`src/rtl/soc_sysid_ext.sv`:
```
// System-identification slave: ID, timestamp, capabilities, scratch, uptime counter with
// coherent 64-bit snapshot reads, and user constant words behind a fixed-latency read pipe.
module soc_sysid_ext #(
    parameter logic [31:0]  ID_VALUE       = 32'h672380D9,
    parameter logic [31:0]  TIMESTAMP      = 32'h0,
    parameter int unsigned  NUM_USER_WORDS = 0,
    parameter logic [255:0] USER_WORDS     = 256'h0,
    parameter int unsigned  READ_LATENCY   = 1,
    parameter int unsigned  UPTIME_WIDTH   = 64
) (
    input  logic        clock,
    input  logic        reset_n,
    input  logic [3:0]  address_i,
    input  logic        read_i,
    input  logic        write_i,
    input  logic [31:0] writedata_i,
    input  logic [3:0]  byteenable_i,
    output logic [31:0] readdata_o,
    output logic        readdatavalid_o
);

    logic [UPTIME_WIDTH-1:0] cnt_q, cnt_d;
    logic [63:0]             cnt_ext;
    logic [31:0]             scratch_q, scratch_d;
    logic [31:0]             shadow_q, shadow_d;
    logic                    freeze_q, freeze_d;
    logic                    wr_en, ctrl_wr, clear;
    logic [31:0]             rdata;

    logic [READ_LATENCY-1:0] vld_q;
    logic [31:0]             data_q [READ_LATENCY];

    assign cnt_ext = 64'(cnt_q);
    // A simultaneous read wins; the write is dropped.
    assign wr_en   = write_i & ~read_i;
    assign ctrl_wr = wr_en && (address_i == 4'd6) && byteenable_i[0];
    assign clear   = ctrl_wr && writedata_i[0];

    always_comb begin
        rdata = 32'h0;
        case (address_i)
            4'd0: rdata = ID_VALUE;
            4'd1: rdata = TIMESTAMP;
            4'd2: rdata = {8'h01, 8'(UPTIME_WIDTH), 8'(READ_LATENCY), 8'(NUM_USER_WORDS)};
            4'd3: rdata = scratch_q;
            4'd4: rdata = cnt_ext[31:0];
            4'd5: rdata = shadow_q;
            4'd6: rdata = {30'h0, freeze_q, 1'b0};
            4'd7: rdata = 32'h0;
            default: begin
                if (32'(address_i[2:0]) < NUM_USER_WORDS) begin
                    rdata = USER_WORDS[{address_i[2:0], 5'd0} +: 32];
                end
            end
        endcase
    end

    always_comb begin
        scratch_d = scratch_q;
        for (int b = 0; b < 4; b++) begin
            if (wr_en && (address_i == 4'd3) && byteenable_i[b]) begin
                scratch_d[8*b +: 8] = writedata_i[8*b +: 8];
            end
        end
        freeze_d = ctrl_wr ? writedata_i[1] : freeze_q;
        // Clear beats the increment; the increment uses the freeze state before this write.
        if (clear) begin
            cnt_d = '0;
        end else if (freeze_q) begin
            cnt_d = cnt_q;
        end else begin
            cnt_d = cnt_q + 1'b1;
        end
        shadow_d = (read_i && (address_i == 4'd4)) ? cnt_ext[63:32] : shadow_q;
    end

    always_ff @(posedge clock or negedge reset_n) begin
        if (!reset_n) begin
            cnt_q     <= '0;
            scratch_q <= 32'h0;
            shadow_q  <= 32'h0;
            freeze_q  <= 1'b0;
        end else begin
            cnt_q     <= cnt_d;
            scratch_q <= scratch_d;
            shadow_q  <= shadow_d;
            freeze_q  <= freeze_d;
        end
    end

    // Data stages only load behind a valid, so the last stage holds the previous response.
    always_ff @(posedge clock or negedge reset_n) begin
        if (!reset_n) begin
            vld_q <= '0;
            for (int i = 0; i < READ_LATENCY; i++) begin
                data_q[i] <= 32'h0;
            end
        end else begin
            vld_q[0] <= read_i;
            if (read_i) begin
                data_q[0] <= rdata;
            end
            for (int i = 1; i < READ_LATENCY; i++) begin
                vld_q[i] <= vld_q[i-1];
                if (vld_q[i-1]) begin
                    data_q[i] <= data_q[i-1];
                end
            end
        end
    end

    assign readdata_o      = data_q[READ_LATENCY-1];
    assign readdatavalid_o = vld_q[READ_LATENCY-1];

endmodule

```
`config.mk`:
```
export PLATFORM = sky130hd
export DESIGN_NAME = soc_sysid_ext
export DESIGN_NICKNAME = d
export VERILOG_FILES = /design/src/rtl/soc_sysid_ext.sv
export SDC_FILE = /design/constraint.sdc
export NUM_CORES = 1
export LEC_CHECK = 0
export CORE_ASPECT_RATIO = 1.2
export CORE_MARGIN = 5
export CORE_UTILIZATION = 59
export CTS_BUF_LIST = sky130_fd_sc_hd__clkbuf_8
export DETAILED_ROUTE_END_ITERATION = 12
export HOLD_SLACK_MARGIN = 0.03
export PLACE_DENSITY = 0.89
export REMOVE_ABC_BUFFERS = 1
export SLEW_MARGIN = 40
export SYNTH_ARGS = -nofsm -noshare
export SYNTH_HDL_FRONTEND = slang
export SYNTH_SLANG_ARGS = --single-unit
```
`constraint.sdc`:
```
create_clock -name clock -period 2.45 [get_ports clock]
set_input_delay 0.49 -clock clock [delete_from_list [all_inputs] [get_ports clock]]
set_output_delay 0.49 -clock clock [all_outputs]
set_load 0.01 [all_outputs]
```
== Word level (Yosys, flattened, before mapping) ==
Index checks and enable logic that the tools add are counted.

* Add/sub/neg operators: 1
* Equal/unequal tests: 6
* Multiplexer cells: 3
* Bitwise gates (word level): 2
* Reduce and logical (&&, ||, !) cells: 10

{| class="wikitable"
|+ Operators by type and width
! kind !! count
|-
| $pmux W32 S6 || 1
|-
| $mux W64 || 2
|-
| $add A64 B1 Y64 const B || 1
|-
| $eq A4 B3 Y1 const B || 3
|-
| $logic_and A1 B1 Y1 || 9
|-
| $eq A4 B2 Y1 const B || 2
|-
| $logic_not A4 Y1 || 1
|-
| $ne A2 B1 Y1 const B || 1
|-
| $and A1 B1 Y1 || 1
|-
| $not A1 Y1 || 1
|}

* Bits in registers: 162
* Input port bits: 44
* Word-level logic and storage cells: 31

== Logic depth before layout (Yosys ltp) ==
Gate-level depths: netlist (run 1).

* Word-level depth: 6
* Mapped depth: 9
* Gate-level depth less buffers: 6

== Least setup slack after synthesis (run 1) ==
Ideal clock, no wire load.

* Path type: input-to-reg
* Start point: input port address_i[0]
* End point: register cnt_q[20] (netlist: cnt_ext[20])
* Setup time: 121 ps
* Arrival: 1943 ps
* Required time: 2329 ps
* Path slack: 386 ps
* Cell stages on the path: 7
* Path through: buf_2 nor4bb_1 nand3_1 nor2_1 buf_2 buf_2 nor2_1

* Cells in the longest elaborated chain, start to end: 5
* Elaborated cells between the ends (all ways): 6

{| class="wikitable"
|+ Ends and longest elaborated chain
! what !! line !! RTL
|-
| from (decl) || 13 || <nowiki>input logic [3:0] address_i,</nowiki>
|-
| $eq A4 B3 Y1 (*) || 36 || <nowiki>assign ctrl_wr = wr_en && (address_i == 4'd6) && byteenable_i[0];</nowiki>
|-
| $logic_and A1 B1 Y1 (*) (2 in series) || 36 ||
|-
| $logic_and A1 B1 Y1 (*) || 37 || <nowiki>assign clear = ctrl_wr && writedata_i[0];</nowiki>
|-
| $ne A2 B1 Y1 (no source line) or $mux W64 (tied branches) || n/a ||
|-
| to (signal assigned) || 84 || <nowiki>cnt_q <= cnt_d;</nowiki>
|-
| to (decl) || 22 || <nowiki>logic [UPTIME_WIDTH-1:0] cnt_q, cnt_d;</nowiki>
|}

Mark *: on every way between the ends. The rest lies on a longest branch, timed or not.
A chain may end at the register's enable or synchronous reset.

== Worst setup path after layout (run 1) ==
* Start point: register cnt_q[1] (netlist: cnt_ext[1])
* End point: register cnt_q[62] (netlist: cnt_ext[62])

* Cells in the longest elaborated chain, start to end: 3

{| class="wikitable"
|+ Ends and longest elaborated chain
! what !! line !! RTL
|-
| $add A64 B1 Y64 || 72 || <nowiki>cnt_d = cnt_q + 1'b1;</nowiki>
|-
| $mux W64 || 69 || <nowiki>end else if (freeze_q) begin</nowiki>
|-
| $mux W64 || 67 || <nowiki>if (clear) begin</nowiki>
|}

No other way between the ends. The select of a mux whose other input is x is not followed.

==> impl_results.md, run 1 <==
- Status: finished, final reports clean
- IO Port Bufs: 76
- Synth async-reset ratio: 1.00
- Die H: 135 um
- Reg clk slew, reported paths: 80 ps
- Cts bufs inserted: 17
- Cell with the most instances after synthesis: dfrtp_1
- Crit path required time: 2820 ps
- Pre-CTS WS: -50.2 ps
- Ant. Diodes: 0
- Via Count: 6358
- Clock tree buffer depth: 2
- Area of the multi-input gates: 3480 um2
- Mapped Avg Cell Area: 11.0 um2
- Simple-gate share of the synthesized area: 0.188
- Wire per inst: 20.9 um
- Largest family of logic cells by synthesized area: simple AND/OR/NAND/NOR gates
- Crit Path Class: flop to flop
- Worst hold margin: 496 ps
- Fmax: 0.428 GHz
- Synth area leader: dfrtp_1
- Number of flops mapped to enable cells by yosys: 0
- Largest net degree at the start of global routing: 69
- Clk_lat worst skew: 450 ps
- CTS Sinks: 162
- Worst hold path type: flop to flop
- CTS tree: yes
- Critical path arrival: 2710 ps
- Root buf cell: clkbuf_8
- Initial Util: 0.606
- Sequential share of the synthesized area: 0.525
- Gr ovfl total: 0
- Worst Max-Slew Pin Slew: 574 ps
- Xor-xnor portion of the synthesized cell area: 0.0409
- CP Capture Type: flop
- Vias in the first global route: 6561
- Leakage: 3.88 nW
- RSZ-0062 raised after global routing: no
- Post-CTS Repair Setup Buffers: 0
- Initial DRC Count: 796
- Mux contribution to synthesized area: 0.0944
- Post-route ant nets: 0
- Total Wirelength: 20300 um
- Final HPWL DP: 14600 um
- Adder-Cell Fraction of Synth Area: 0.00162
- Dominant synthesized flop cell: dfrtp_1
- Die area: 15500 um2
- Number of placed I/O pins: 77
- GPL Wtd Cong: 0.923
- DRT Pass-1 Iters: 10
- Post-route setup TNS: 0 ps
- Vias/cell: 6.54
- First-pass GRT wire length: 33400 um
- Slew headroom: 0.612
- Fin worst setup slack: 112 ps
- # H-tree levels: 4
- Pwr dens: 708 nW/um2
- Filler cells: 827
- Syn Inst Count: 704
- Most area-consuming cells after synthesis: dfrtp_1 (53%), mux2_2 (9.0%), o2bb2ai_1 (3.4%)
- Minimum clock period: 2340 ps
- Period Utilization, post-route: 0.954
- Design Area, Final: 9270 um2
- Post-synthesis compound-gate area fraction: 0.124
- Layout cell share with drive strength beyond 1: 0.184
- CP Max Fanout: 8
- # rows: 45
- Synth warn: 0
- Critical Path Start Type: flop
- Post-layout nets: 841
- Post-synth cell types: 51
- Initial antenna violation count: 0
- Post-synth top area share: 0.525
- Final Hold Vio Count: 0
- Overall die width: 114 um
- Peak supply drop: 0.000367 V
- Max-cap violations: 0
- Top cells by count, synth: dfrtp_1 (162), mux2_2 (62), nor2_1 (60)
- FF/Latch Area: 4050 um2
- Placed cell area: 8850 um2
- DRC errors left: 0
- Core footprint: 12700 um2
- FF+latch count, synth: 162
- Setup violations, final: 0
- Slew Viols, Final: 0
- Layout area overhead: 20.2%
- Gr usage total: 0.273
- Worst Clk Skew: 8.82 ps
- Synth Cell Area: 7710 um2
-- area by class of cell --
class,instances,area share
inverter,8,0.00324
sequential,162,0.437
timing repair buffer,113,0.118
clock inverter,11,0.0147
clock buffer,20,0.0297
multi-input combinational,494,0.375
tap,164,0.0221
-- cell usage in the layout (no fill, tap or decap), types with 3 or more instances in the layout --
cell               n
a211oi_1          13
a21oi_1           45
a222oi_1          16
and2_1             4
and3_1             8
and3b_1            3
and4_1             7
buf_12             4
buf_4             32
bufinv_16          3
clkbuf_8          20
clkdlybuf4s50_1   75
clkinv_2           3
dfrtp_1          162
inv_1             10
mux2_2            62
mux2i_1            3
nand2_1           47
nand2b_1           4
nand3_1           31
nand4_1           33
nor2_1            59
nor2b_1            3
nor3_1             8
nor4_4             4
o21ai_0           24
o2bb2ai_1         30
o31ai_1            5
or3_1             18
or4_1              5
xnor2_1           11
xor2_1            25
-- flip-flops by register name (all words and copies together), names as in the netlist --
| register | flops |
|---|---|
| freeze_q | 1 |
| cnt_ext | 64 |
| readdata_o | 32 |
| shadow_q | 32 |
| readdatavalid_o | 1 |
| scratch_q | 32 |
-- timing repair --
action,4_1_cts,5_1_grt
hold endpoints to repair,44,0
resized for setup,0,1
hold buffers,1,0
setup endpoints to repair,0,2
-- kinds of logic after synthesis --
family	Yosys count
mux	65
xor+xnor	36
simple gates	253
flops	162
buf+inv	48
fa+ha+maj	1
compound gates	139
-- per-stage QoR --
step,utilization,power (W),instances
floorplan,-,0.00401,664
global placement,0.695,0.00446,940
detailed placement,0.695,0.00455,940
CTS,0.728,0.00657,972
global route,0.729,0.00686,972
finish,0.729,0.00657,972
-- report_power, final --
group	leakage [nW]	switching, W	total (W)	internal, W
Sequential	1.98	0.000412	0.00346	0.00305
Combinational	1.69	0.000542	0.00108	0.000536
Clock	0.213	0.000955	0.00203	0.00107
Total	3.88	0.00191	0.00657	0.00466
-- worst max-delay path, stage by stage (launching register included) --
cell and delay (ps):
dfrtp_1 450, ha_1 200, and4b_1 260, and4_1 420, nand4_1 320, or3_1 430, a21oi_1 160
-- metal layers --
layer / global-route usage / routed length [um] / vias to the layer above
li1: - / - / 2785
met1: 0.339 / 7750 / 3163
met2: 0.454 / 10200 / 336
met3: 0.0599 / 1570 / 74
met4: 0.128 / 739 / 0
met5: 0 / 0 / -
-- worst paths after layout --
| check | depth (start not counted) | start | end | slack (ps) |
|---|---|---|---|---|
| setup / recovery | 6 | cnt_ext[1] | cnt_ext[62] | 110 |
| hold / removal | 1 | readdata_o[18] | readdata_o[18] | 500 |
| setup reg to reg | 6 | cnt_ext[1] | cnt_ext[62] | 110 |
| hold reg to reg | 1 | readdata_o[18] | readdata_o[18] | 500 |
| max in group asynchronous | 3 | reset_n | readdata_o[4] | 1200 |
| min in group asynchronous | 2 | reset_n | readdata_o[31] | 530 |
Power figures use the tool's default switching activity.
==> inputs of run 2 (changes only) <==
CORE_MARGIN = 2   (was 5)
GPL_TIMING_DRIVEN = 0   (was unset)
clock period = 2.55 ns   (was 2.45 ns; I/O delays follow)
==> run 2 against run 1 <==
Highest routed layer unchanged. Power is 8.1% lower. Routed wire length decreased by 0.68%. Utilization is 1.4 points lower. Die area down 9.4%. First-iteration DRC count grew 13%. Sequential cell count did not move. Count of clock-buffer cells in the layout fell by 1. Register-to-register slack is essentially flat. Global-route usage is 2.4 points higher.
==> impl_results.md, run 2 (same netlist as run 1, synthesis figures left out) <==
- Worst path slowest cell: nor4b_4
- Final HPWL DP: 14200 um (-3.1%)
- Vias in the first global route: 6311 (-3.8%)
- Vias/cell: 6.69 (+2.3%)
- Die area: 14000 um2 (-9.4%)
- M3 GR Usage: 0.0503 (-0.00957)
- Clk_lat worst skew: 460 ps (about the same)
- First-pass GRT wire length: 32000 um (-4.4%)
- Minimum clock period: 2470 ps
- Clock tree buffer depth: 2 (unchanged)
- Status: finished, final reports clean
- Filler cells: 836 (+1.1%)
- Initial Util: 0.606 (unchanged)
- FF/Latch Area: 4050 um2 (unchanged)
- Slew Viols, Final: 0 (unchanged)
- Wire per inst: 21.3 um (+1.9%)
- Via Count: 6336 (-0.35%)
- Routing usage on met1: 0.379 (+0.0400)
- Gr ovfl total: 0 (unchanged)
- Delay-heaviest family, CP: simple AND/OR/NAND/NOR gates
- Hold EP: readdata_o[18]
- Worst Max-Slew Pin Slew: 740 ps (+166 ps)
- Clk pwr share: 0.284 (-0.025)
- Reg clk slew, reported paths: 80 ps (about the same)
- Overall die width: 108 um (-5.2%)
- Pwr dens: 663 nW/um2 (-6.4%)
- Peak supply drop: 0.000334 V (-8.9%)
- Fmax: 0.404 GHz
- Worst hold path type: flop to flop
- CP cell instances: clkdlybuf4s50_1 > nor4b_4 > nand2_4 > mux2_2
- Switch share: 0.303 (+0.0127)
- Buf/Inv on CP: 1 (+1)
- Internal Power: 0.00420 W (-9.8%)
- GPL Wtd Cong: 0.900 (-2.5%)
- Busiest grt layer: met2
- # H-tree levels: 4 (unchanged)
- Cts bufs inserted: 17 (unchanged)
- Comb power frac: 0.161 (-0.003)
- CTS Sinks: 162 (unchanged)
- Layout area overhead: 17.9%
- DRT Pass-1 Iters: 7 (-3)
- Gr usage total: 0.298 (+0.0243)
- Post-layout nets: 817 (-2.9%)
- Critical path arrival: 2810 ps (+100 ps)
- Period Utilization, post-route: 0.970
- CP max stage delay: 740 ps (+290 ps)
- Reg power frac: 0.555 (+0.028)
- CTS tree: yes
- Crit path required time: 2890 ps (+70 ps)
- IO Port Bufs: 76 (unchanged)
- Largest net degree at the start of global routing: 72 (+4.3%)
- CP Max Fanout: 35 (+27)
- FF-to-FF path depth: 6 (unchanged)
- Root buf cell: clkbuf_8
- Total Wirelength: 20100 um (-0.68%)
- Most common cell after layout, fill and taps aside: dfrtp_1
- Commonest non-fill, non-tap cells in the layout: dfrtp_1 (162), clkdlybuf4s50_1 (72), mux2_2 (62)
- Post-route ant nets: 0 (unchanged)
- Fin worst setup slack: 77.5 ps (-34.3 ps)
- Hold Crit Start: readdata_o[18]
- CP Capture Type: flop
- R2R Path Start: cnt_ext[0]
- RSZ-0062 raised after global routing: no
- Placed cell count: 913 (-2.9%)
- Post-route insts no fill: 947 (-2.6%)
- Sw Pwr: 0.00183 W (-4.1%)
- R2r setup slk: 120 ps (about the same)
- Final Hold Vio Count: 0 (unchanged)
- Setup violations, final: 0 (unchanged)
- # rows: 45 (unchanged)
- Die H: 129 um (-4.4%)
- DRC errors left: 0 (unchanged)
- Critical Path Start Type: input port
- Slew headroom: 0.505 (-0.107)
- Initial antenna violation count: 0 (unchanged)
- Crit Path Class: input port to flop
- Leakage: 3.78 nW (-2.6%)
- Initial DRC Count: 898 (+13%)
- Worst Clk Skew: 10.7 ps (+1.84 ps)
- Area of the multi-input gates: 3520 um2 (+1.0%)
- Ant. Diodes: 0 (unchanged)
- Pre-CTS WS: -1040 ps (-989 ps)
- Max-cap violations: 0 (unchanged)
- Layout cell share with drive strength beyond 1: 0.171 (-0.0133)
- M2 GR Usage: 0.493 (+0.0384)
- Max FFs per register: 64 (unchanged)
- Hold depth: 1 (unchanged)
- Core footprint: 12700 um2 (unchanged)
- Number of placed I/O pins: 77 (unchanged)
- Reg2reg end: cnt_ext[42]
-- run 2: changes by cell type in the layout (fill, tap and decap cells not counted), moves of 2 or more --
cell	change
buf_4	-25
buf_12	-4
nand2_1	-4
buf_16	+3
buf_8	+3
clkdlybuf4s50_1	-3
nand2_2	+3
bufinv_16	-2
clkinv_2	+2
clkinv_4	+2
inv_1	-2
-- run 2: how the worst max path moves through the flow --
stage,from,to,slack (ps),cells after the start
finish,address_i[3],shadow_q[30],80,4
global route,address_i[3],shadow_q[17],6,4
CTS,address_i[0],scratch_q[1],9,6
detailed placement,address_i[2],cnt_ext[41],-1040,8
global placement,reset_n,readdata_o[5],-5150,1
floorplan,address_i[0],cnt_ext[41],-870,5
-- run 2: metrics by stage --
step / util / instance area [um2] / TNS [ps] / total power [W] / hold WS, ps
floorplan: - / 7550 / -42510 / 0.00386 / 214
global placement: 0.669 / 8510 / -1174510 / 0.00421 / 461
detailed placement: 0.683 / 8690 / -102190 / 0.00433 / 372
CTS: 0.713 / 9080 / 0 / 0.00601 / 474
global route: 0.715 / 9100 / 0 / 0.00628 / 504
finish: 0.715 / 9100 / 0 / 0.00603 / 491
-- run 2: layout make-up --
class,instances,area share
clock inverters,11,0.0100
flip-flops and latches,162,0.446
repair buffers,89,0.103
inverters,8,0.00330
multi-input cells,494,0.387
clock buffers,19,0.0287
well taps,164,0.0226
-- run 2: timing repair --
action,in CTS,in global routing
hold endpoints to repair,28,0
setup endpoints to repair,128,21
pin swaps,0,2
hold buffers,1,0
resized for setup,12,3
buffers inserted,0,3
-- run 2: routing by layer --
metal / vias up / routed length [um]
met1: 3152 / 7630
met5: - / 0
met2: 367 / 10100
li1: 2736 / -
met3: 81 / 1640
met4: 0 / 811
-- run 2: power groups by stage --
stage | clock network, W | registers, W | logic [W]
finish | 0.00171 | 0.00335 | 0.000972
global route | 0.00182 | 0.00338 | 0.00108
CTS | 0.00172 | 0.00333 | 0.000968
detailed placement | 0 | 0.00337 | 0.000954
global placement | 0 | 0.00334 | 0.000870
floorplan | 0 | 0.00324 | 0.000620
